<file path="src/rtl/kpn_pkg.sv">
// Shared constants for the subtractor arbiter: default operand width and FSM state encodings.
package kpn_pkg;

    localparam int DATA_WIDTH_DEF = 16;

    localparam logic [1:0] ST_IDLE = 2'd0;
    localparam logic [1:0] ST_EXEC = 2'd1;
    localparam logic [1:0] ST_HOLD = 2'd2;

endpackage

</file>
<file path="src/rtl/subtractor_arbiter_if.sv">
// Request/result bundle between the two requesters and the shared subtractor.
interface subtractor_arbiter_if
    import kpn_pkg::*;
#(
    parameter int DATA_WIDTH = DATA_WIDTH_DEF
);
    logic                  req_1;
    logic                  req_2;
    logic [DATA_WIDTH-1:0] entry_1_a;
    logic [DATA_WIDTH-1:0] entry_1_b;
    logic [DATA_WIDTH-1:0] entry_2_a;
    logic [DATA_WIDTH-1:0] entry_2_b;
    logic                  ack_1;
    logic                  ack_2;
    logic                  valid_1;
    logic                  valid_2;
    logic [DATA_WIDTH-1:0] output_1;
    logic [DATA_WIDTH-1:0] output_2;
    logic                  borrow_1;
    logic                  borrow_2;
    logic                  ready_1;
    logic                  ready_2;
    logic                  busy;

    modport master (
        output req_1, req_2, entry_1_a, entry_1_b, entry_2_a, entry_2_b, ready_1, ready_2,
        input  ack_1, ack_2, valid_1, valid_2, output_1, output_2, borrow_1, borrow_2, busy
    );

    modport slave (
        input  req_1, req_2, entry_1_a, entry_1_b, entry_2_a, entry_2_b, ready_1, ready_2,
        output ack_1, ack_2, valid_1, valid_2, output_1, output_2, borrow_1, borrow_2, busy
    );

endinterface

</file>
<file path="src/rtl/rr_arbiter_2.sv">
// Two-way round-robin pick; ptr low favours requester 1 on a tie, high favours requester 2.
module rr_arbiter_2 (
    input  logic       req_1,
    input  logic       req_2,
    input  logic       ptr,
    output logic [1:0] grant
);

    always_comb begin
        grant = 2'b00;
        if (req_1 && (!req_2 || !ptr)) begin
            grant = 2'b01;
        end else if (req_2) begin
            grant = 2'b10;
        end
    end

endmodule

</file>
<file path="src/rtl/subtractor_arbiter.sv">
// One registered subtractor shared by two requesters under round-robin arbitration.
//   state   | meaning
//   IDLE    | waiting for a request; grant latches operands and pulses ack
//   EXEC    | subtract latched operands, raise valid for the winner
//   HOLD    | result held until the winner's ready is sampled high
module subtractor_arbiter
    import kpn_pkg::*;
#(
    parameter int DATA_WIDTH = DATA_WIDTH_DEF
) (
    input logic clk,
    input logic reset,
    subtractor_arbiter_if.slave bus
);

    logic [1:0]            state;
    logic                  ptr;
    logic                  winner;
    logic [1:0]            grant;
    logic [DATA_WIDTH-1:0] op_a;
    logic [DATA_WIDTH-1:0] op_b;
    logic [DATA_WIDTH:0]   diff_full;
    logic                  ack_1, ack_2;
    logic                  valid_1, valid_2;
    logic [DATA_WIDTH-1:0] out_1, out_2;
    logic                  borrow_1, borrow_2;
    logic                  winner_ready;

    rr_arbiter_2 u_rr (
        .req_1 (bus.req_1),
        .req_2 (bus.req_2),
        .ptr   (ptr),
        .grant (grant)
    );

    // Extra MSB of the widened difference is the unsigned borrow.
    assign diff_full    = {1'b0, op_a} - {1'b0, op_b};
    assign winner_ready = winner ? bus.ready_2 : bus.ready_1;

    always_ff @(posedge clk or posedge reset) begin
        if (reset) begin
            state    <= ST_IDLE;
            ptr      <= 1'b0;
            winner   <= 1'b0;
            op_a     <= '0;
            op_b     <= '0;
            ack_1    <= 1'b0;
            ack_2    <= 1'b0;
            valid_1  <= 1'b0;
            valid_2  <= 1'b0;
            out_1    <= '0;
            out_2    <= '0;
            borrow_1 <= 1'b0;
            borrow_2 <= 1'b0;
        end else begin
            ack_1 <= 1'b0;
            ack_2 <= 1'b0;
            case (state)
                ST_IDLE: begin
                    if (grant != 2'b00) begin
                        op_a   <= grant[1] ? bus.entry_2_a : bus.entry_1_a;
                        op_b   <= grant[1] ? bus.entry_2_b : bus.entry_1_b;
                        winner <= grant[1];
                        ack_1  <= grant[0];
                        ack_2  <= grant[1];
                        state  <= ST_EXEC;
                    end
                end
                ST_EXEC: begin
                    if (winner) begin
                        out_2    <= diff_full[DATA_WIDTH-1:0];
                        borrow_2 <= diff_full[DATA_WIDTH];
                        valid_2  <= 1'b1;
                    end else begin
                        out_1    <= diff_full[DATA_WIDTH-1:0];
                        borrow_1 <= diff_full[DATA_WIDTH];
                        valid_1  <= 1'b1;
                    end
                    state <= ST_HOLD;
                end
                ST_HOLD: begin
                    if (winner_ready) begin
                        valid_1 <= 1'b0;
                        valid_2 <= 1'b0;
                        ptr     <= ~winner;
                        state   <= ST_IDLE;
                    end
                end
                default: state <= ST_IDLE;
            endcase
        end
    end

    assign bus.ack_1    = ack_1;
    assign bus.ack_2    = ack_2;
    assign bus.valid_1  = valid_1;
    assign bus.valid_2  = valid_2;
    assign bus.output_1 = out_1;
    assign bus.output_2 = out_2;
    assign bus.borrow_1 = borrow_1;
    assign bus.borrow_2 = borrow_2;
    assign bus.busy     = (state != ST_IDLE);

endmodule

</file>
<file path="src/flat_wrapper.sv">
// flat-port wrapper written by rule: the top's interface ports become plain ports
module subtractor_arbiter_flat import kpn_pkg::*;
#(
    parameter int DATA_WIDTH = DATA_WIDTH_DEF
)
  (clk, reset, bus_req_1, bus_req_2, bus_entry_1_a, bus_entry_1_b, bus_entry_2_a, bus_entry_2_b, bus_ready_1, bus_ready_2, bus_ack_1, bus_ack_2, bus_valid_1, bus_valid_2, bus_output_1, bus_output_2, bus_borrow_1, bus_borrow_2, bus_busy);
  subtractor_arbiter_if #(.DATA_WIDTH(DATA_WIDTH)) bus_i ();
  input logic clk;
  input logic reset;
  input wire logic [$bits(bus_i.req_1)-1:0] bus_req_1;
  input wire logic [$bits(bus_i.req_2)-1:0] bus_req_2;
  input wire logic [$bits(bus_i.entry_1_a)-1:0] bus_entry_1_a;
  input wire logic [$bits(bus_i.entry_1_b)-1:0] bus_entry_1_b;
  input wire logic [$bits(bus_i.entry_2_a)-1:0] bus_entry_2_a;
  input wire logic [$bits(bus_i.entry_2_b)-1:0] bus_entry_2_b;
  input wire logic [$bits(bus_i.ready_1)-1:0] bus_ready_1;
  input wire logic [$bits(bus_i.ready_2)-1:0] bus_ready_2;
  output wire logic [$bits(bus_i.ack_1)-1:0] bus_ack_1;
  output wire logic [$bits(bus_i.ack_2)-1:0] bus_ack_2;
  output wire logic [$bits(bus_i.valid_1)-1:0] bus_valid_1;
  output wire logic [$bits(bus_i.valid_2)-1:0] bus_valid_2;
  output wire logic [$bits(bus_i.output_1)-1:0] bus_output_1;
  output wire logic [$bits(bus_i.output_2)-1:0] bus_output_2;
  output wire logic [$bits(bus_i.borrow_1)-1:0] bus_borrow_1;
  output wire logic [$bits(bus_i.borrow_2)-1:0] bus_borrow_2;
  output wire logic [$bits(bus_i.busy)-1:0] bus_busy;
  assign bus_i.req_1 = bus_req_1;
  assign bus_i.req_2 = bus_req_2;
  assign bus_i.entry_1_a = bus_entry_1_a;
  assign bus_i.entry_1_b = bus_entry_1_b;
  assign bus_i.entry_2_a = bus_entry_2_a;
  assign bus_i.entry_2_b = bus_entry_2_b;
  assign bus_i.ready_1 = bus_ready_1;
  assign bus_i.ready_2 = bus_ready_2;
  assign bus_ack_1 = bus_i.ack_1;
  assign bus_ack_2 = bus_i.ack_2;
  assign bus_valid_1 = bus_i.valid_1;
  assign bus_valid_2 = bus_i.valid_2;
  assign bus_output_1 = bus_i.output_1;
  assign bus_output_2 = bus_i.output_2;
  assign bus_borrow_1 = bus_i.borrow_1;
  assign bus_borrow_2 = bus_i.borrow_2;
  assign bus_busy = bus_i.busy;
  subtractor_arbiter #(.DATA_WIDTH(DATA_WIDTH)) u_core (.clk(clk), .reset(reset), .bus(bus_i));
endmodule
</file>
<file path="config.mk">
export PLATFORM = sky130hd
export DESIGN_NAME = subtractor_arbiter_flat
export DESIGN_NICKNAME = d
export VERILOG_FILES = /design/src/rtl/kpn_pkg.sv /design/src/rtl/subtractor_arbiter_if.sv /design/src/rtl/rr_arbiter_2.sv /design/src/rtl/subtractor_arbiter.sv /design/src/flat_wrapper.sv
export SDC_FILE = /design/constraint.sdc
export NUM_CORES = 1
export LEC_CHECK = 0
export CORE_MARGIN = 5
export CORE_UTILIZATION = 40
export CTS_BUF_LIST = sky130_fd_sc_hd__clkbuf_4
export CTS_CLUSTER_DIAMETER = 50
export DETAILED_ROUTE_END_ITERATION = 7
export PLACE_DENSITY = 0.68
export SETUP_SLACK_MARGIN = 0.4
export SLEW_MARGIN = 20
export SYNTH_ARGS = -nofsm -noshare
export SYNTH_HDL_FRONTEND = slang
export SYNTH_SLANG_ARGS = --single-unit
</file>
<file path="constraint.sdc">
create_clock -name clk -period 2.65 [get_ports clk]
set_input_delay 0.3975 -clock clk [delete_from_list [all_inputs] [get_ports clk]]
set_output_delay 0.3975 -clock clk [all_outputs]
set_load 0.05 [all_outputs]
</file>
== Yosys cells after proc, flatten, opt, wreduce, memory -nomap -nowiden ==
Cells that the tools add are included.

* RAM bits: 0
* Register bits after elaboration: 74
* Memories: 0
* Memory bits (read-only): 0
* Bits in latches: 0
* Output and inout port bits: 39

* Bitwise logic cells: 1
* Shift operators: 0
* Equal/unequal tests: 6
* Div/mod/pow operators: 0
* Muxes and demuxes: 17
* Add/sub/neg operators: 1
* Order comparisons: 0
* Reduce and logical (&&, ||, !) cells: 15
* Multipliers: 0

{| class="wikitable"
|+ Operator list
! kind !! count
|-
| $mux 16 || 2
|-
| $sub 16x16->17 || 1
|-
| $reduce_and 2->1 || 5
|-
| $mux 1 || 8
|-
| $mux 2 || 4
|-
| $ne 2x1->1 const B || 3
|-
| $pmux 2 s3 || 1
|-
| $reduce_and 3->1 || 2
|-
| $reduce_bool 2->1 || 3
|-
| $pmux 1 s2 || 2
|-
| $eq 2x1->1 const B || 1
|-
| $eq 2x2->1 const B || 1
|-
| $logic_not 1->1 || 2
|-
| $logic_not 2->1 || 1
|-
| $ne 2x2->1 const B || 1
|-
| $logic_and 1x1->1 || 1
|-
| $logic_or 1x1->1 || 1
|-
| $not 1->1 || 1
|}

== Logic depth before layout (Yosys ltp) ==
* Depth in word-level cells: 7
* Mapped depth: 8
* Mapped depth without buffers: 8

== Cells and area by module ==
A second synthesis with hierarchy kept.

* Cell total of the unflattened synthesis: 430
* Area, all modules: 4045.1 um^2

{| class="wikitable"
|+ By module, submodules not included
! module !! area each (um^2) !! cells an instance !! instances
|-
| subtractor_arbiter || 4026.4 || 427 || 1
|-
| rr_arbiter_2 || 18.8 || 3 || 1
|}

== Least setup slack after synthesis ==
No wires, ideal clock.

* Path kind: register -> register
* Start: register u_core.op_b[0]
* End: register u_core.out_2[12], in the netlist u_core.bus.output_2[12]
* Data arrival time: 1886 ps
* Data required time: 2580 ps
* Library setup time: 70 ps
* Stages on the path, launching flop included: 8
* Slack: 694 ps
* Clock period less this slack: 1956 ps
* Buffers on the path: 0
* Cell sequence: dfrtp_1 > ha_1 > fa_1 > nand2b_1 > a21oi_2 > o21ai_1 > or3_1 > nand3b_1

* Cells in the longest elaborated chain, start to end: 1

{| class="wikitable"
|+ RTL lines
! element !! RTL line !! RTL
|-
| start, declared || subtractor_arbiter.sv:21 || <nowiki>logic [DATA_WIDTH-1:0] op_b;</nowiki>
|-
| start signal, assigned || subtractor_arbiter.sv:62 || <nowiki>op_b <= grant[1] ? bus.entry_2_b : bus.entry_1_b;</nowiki>
|-
| $sub 16x16->17 || subtractor_arbiter.sv:37 || <nowiki>assign diff_full = {1'b0, op_a} - {1'b0, op_b};</nowiki>
|-
| end signal, assigned || subtractor_arbiter.sv:71 || <nowiki>out_2 <= diff_full[DATA_WIDTH-1:0];</nowiki>
|-
| end, declared || subtractor_arbiter.sv:25 || <nowiki>logic [DATA_WIDTH-1:0] out_1, out_2;</nowiki>
|}

Every way passes these cells.
A chain may end at the register's enable or synchronous reset.

== Worst setup path in the final report ==
* Start: register u_core.op_b[0]
* End: register u_core.out_2[10], in the netlist u_core.bus.output_2[10]

The elaborated chain is that of the path after synthesis.

==> impl_metrics.py <==
metrics = {
    "floorplanning": {
        "die_w_um": 112,
        "pin_count": 109,
        "die_area_um2": 12500,
        "coreArea_um2": 10200,
        "start_util_pct": 40.6,
        "die_h_um": 112,
        "rows": 37,
    },
    "timing": {
        "rsz0062_at_grt": "yes",
        "hold_slack_ns": 0.398,
        "drv_slew": 0,
        "setup_tns_ns": 0,
        "fmax_mhz": 471,
        "worst_pin_slew_ns": 0.618,
        "setup_viol": 0,
        "hold_viol_final": 0,
        "maxSlewHeadroom_pct": 58.7,
        "period_needed_ns": 2.12,
        "period_share_pct": 80.1,
        "fin_worst_skew_ns": 0.0180,
    },
    "global_routing": {
        "grt_pass1_vias": 3503,
        "antenna_found_initial": 1,
        "grtUsageTotal_pct": 16.0,
        "grt_pass1_wl_um": 16700,
        "grt_start_max_net_pins": 75,
        "grt_overflow": 0,
    },
    "synth": {
        "ys_seq_area_share_pct": 44.6,
        "syn_area_per_cell_um2": 9.16,
        "synth.cell_area_um2": 4150,
        "ys.warnings.count": 0,
        "synth_nets": 544,
        "postSynthCellCount": 453,
        "ys_seq_elements": 74,
        "ys_types": 42,
    },
    "pwr": {
        "ir_drop_v": 0.000584,
        "total_power_mw": 7.97,
        "p_leak_nw": 2.55,
        "powerDensity_nw_per_um2": 1420,
    },
    "outcome": {
        "status": "complete, no violations",
    },
    "layout": {
        "drive_above_1_share_pct": 8.33,
        "final_nets": 650,
        "postLayoutCellArea_um2": 5620,
        "num-fill-cells": 962,
        "fin_util_pct": 54.9,
        "area_growth_pct": 35.4,
    },
    "worst_hold_path": {
        "hold_class": "in -> async",
    },
    "placement": {
        "numPortBuffers": 108,
        "place_area_um2": 5420,
        "place_hpwl_um": 7850,
        "place_congestion": 0.821,
    },
    "detailed_routing": {
        "finalWirelength_um": 9970,
        "via_per_inst": 5.01,
        "ant_nets": 0,
        "post_drt_wl_per_cell_um": 14.2,
        "drc_errors": 0,
        "drt-pass1-iter-count": 4,
        "vias": 3512,
        "first_iter_violations": 141,
    },
    "clock_tree": {
        "cts_tree": "built",
        "cts_made_buffers": 9,
        "clk_path_buf_depth": 2,
        "clkTransAtPathRegs_ns": 0.12,
        "insertion_delay_ns": 0.41,
        "cts-root-buf": "clkbuf_4",
        "cts_max_level": 3,
        "cts_sinks": 74,
    },
    "critical_path": {
        "critical_path.max_fanout": 5,
        "arrival_ns": 2.47,
        "critPathSlowestCell": "fa_1",
        "critPathLaunchType": "register",
        "setup.worst_path.end_class": "register",
        "criticalPathCategory": "reg -> reg",
        "crit_required_ns": 3.00,
        "worstPathCellList": "ha_1 -> fa_1 -> nand2b_4 -> a21oi_4 -> o21ai_1 -> or3_1 -> nand3_1",
        "max_stage_delay_ns": 0.41,
    },
    "job": {
        "drv_cap": 0,
    },
}
==> cells in the final DEF, fill, tap and decap left out, drive strengths merged, types with 2 or more instances in the layout <==
cell / instances
clkdlybuf4s50: 107
nand2: 82
dfrtp: 74
o21ai: 64
mux2i: 38
inv: 23
a21oi: 21
ha: 20
nor2: 17
nand4: 12
clkbuf: 12
buf: 11
o31ai: 9
nand3: 8
or3: 6
nor3: 6
o21a: 4
o21bai: 4
a22oi: 4
xor2: 4
o311ai: 3
nand3b: 3
a211oi: 3
nand2b: 3
clkinv: 3
nor2b: 2
and3: 2
a21o: 2
o22ai: 2
o211a: 2
and2: 2
xnor2: 2
a211o: 2
bufinv: 2
==> sequential cells by signal, summed over array words and instances (netlist names) <==
signal and count:
u_core.winner 1, u_core.bus.output_2 16, u_core.bus.valid_2 1, u_core.state 2, u_core.bus.ack_2 1, u_core.op_a 16
u_core.bus.ack_1 1, u_core.bus.valid_1 1, u_core.bus.borrow_2 1, u_core.ptr 1, u_core.op_b 16, u_core.bus.borrow_1 1
u_core.bus.output_1 16
==> power breakdown <==
group          switching [mW]  internal [mW]  leakage (nW)  total (mW)
clock                   0.381          0.403        0.0908       0.784
sequential              0.325           1.68         0.912        2.01
combinational            3.35           1.83          1.55        5.18
total                    4.06           3.91          2.55        7.97
==> final cells by class <==
type | instances | area, µm² | share of cell area [%]
clock inverters | 5 | 78.8 | 1.40
diodes | 1 | 2.50 | 0.0445
clock buffers | 11 | 82.6 | 1.47
multi-input cells | 331 | 2150 | 38.4
flip-flops and latches | 74 | 1850 | 33.0
well taps | 136 | 170 | 3.03
repair buffers | 119 | 1180 | 21.1
inverters | 24 | 93.8 | 1.67
==> synth_stat cells, drive strengths merged <==
cell | number | area share (%)
a211o | 2 | 0.42
a211oi | 3 | 0.54
a21o | 2 | 0.36
a21oi | 21 | 2.9
a22oi | 4 | 0.72
a31oi | 1 | 0.30
and2 | 2 | 0.30
and3 | 2 | 0.30
buf | 9 | 1.3
clkbuf | 15 | 1.4
dfrtp | 74 | 45
fa | 1 | 0.48
ha | 20 | 6.0
inv | 24 | 2.2
mux2i | 38 | 9.2
nand2 | 82 | 7.4
nand2b | 3 | 0.45
nand3 | 8 | 0.96
nand3b | 3 | 0.54
nand4 | 12 | 2.0
nor2 | 17 | 1.5
nor2b | 2 | 0.30
nor3 | 6 | 0.84
o2111ai | 1 | 0.21
o211a | 2 | 0.48
o211ai | 1 | 0.18
o21a | 4 | 0.72
o21ai | 64 | 7.7
o21bai | 4 | 0.72
o22ai | 2 | 0.30
o311ai | 3 | 0.63
o31ai | 9 | 1.9
or3 | 6 | 0.90
xnor2 | 2 | 0.42
xor2 | 4 | 0.84
==> worst max-delay path, delay by kind of cell (launching register included) <==
kind / cells / cell delay [ns]
adder cells (fa/ha/maj): 2 / 0.64
AO/OA/AOI/OAI: 2 / 0.39
flip-flops: 1 / 0.40
AND/OR/NAND/NOR: 3 / 0.62
==> path summary, 6_finish.rpt <==
| kind | start | to | slack [ns] | depth (start not counted) |
|---|---|---|---|---|
| max | u_core.op_b[0]$_DFFE_PP0P_ | u_core.bus.output_2[10]$_DFFE_PP0P_ | 0.53 | 7 |
| min | reset | u_core.bus.valid_1$_DFFE_PP0P_ | 0.40 | 3 |
| max reg2reg | u_core.op_b[0]$_DFFE_PP0P_ | u_core.bus.output_2[10]$_DFFE_PP0P_ | 0.53 | 7 |
| min reg2reg | u_core.bus.output_2[14]$_DFFE_PP0P_ | u_core.bus.output_2[14]$_DFFE_PP0P_ | 0.49 | 2 |
| max in group asynchronous | reset | u_core.bus.output_1[9]$_DFFE_PP0P_ | 1.89 | 3 |
| min in group clk | u_core.bus.output_2[14]$_DFFE_PP0P_ | u_core.bus.output_2[14]$_DFFE_PP0P_ | 0.49 | 2 |
==> timing repair <==
action,in CTS,in global routing
pin swaps,0,1
buffers inserted,0,1
hold buffers,0,0
resized for setup,2,12
cloned,0,0
setup endpoints to repair,1,11
==> kinds of logic after synthesis <==
| group | Yosys count | synth area share (%) |
|---|---|---|
| AOI/OAI and AO/OA | 123 | 18.1 |
| xor gates and xnor gates | 6 | 1.27 |
| adders and majority gates | 21 | 6.51 |
| buffers and inverters | 48 | 4.82 |
| DFF | 74 | 44.6 |
| muxes | 38 | 9.16 |
| and+or+nand+nor | 143 | 15.5 |
==> per-layer routing <==
metal	track usage, %	vias up	share of wire [%]
met1	23.7	1599	50
met4	5.03	0	1.2
li1	-	1812	-
met5	0	-	0
met3	2.77	10	4.9
met2	23.8	91	44
==> through the flow <==
step                      worst slack, ns  instances
final                               0.526        701
after global routing                0.388        701
after CTS                           0.407        699
after detailed placement            0.459        683
after global placement              0.529        683
after floorplan                     0.694        453
Note: power is estimated with default switching activity, not from simulation.
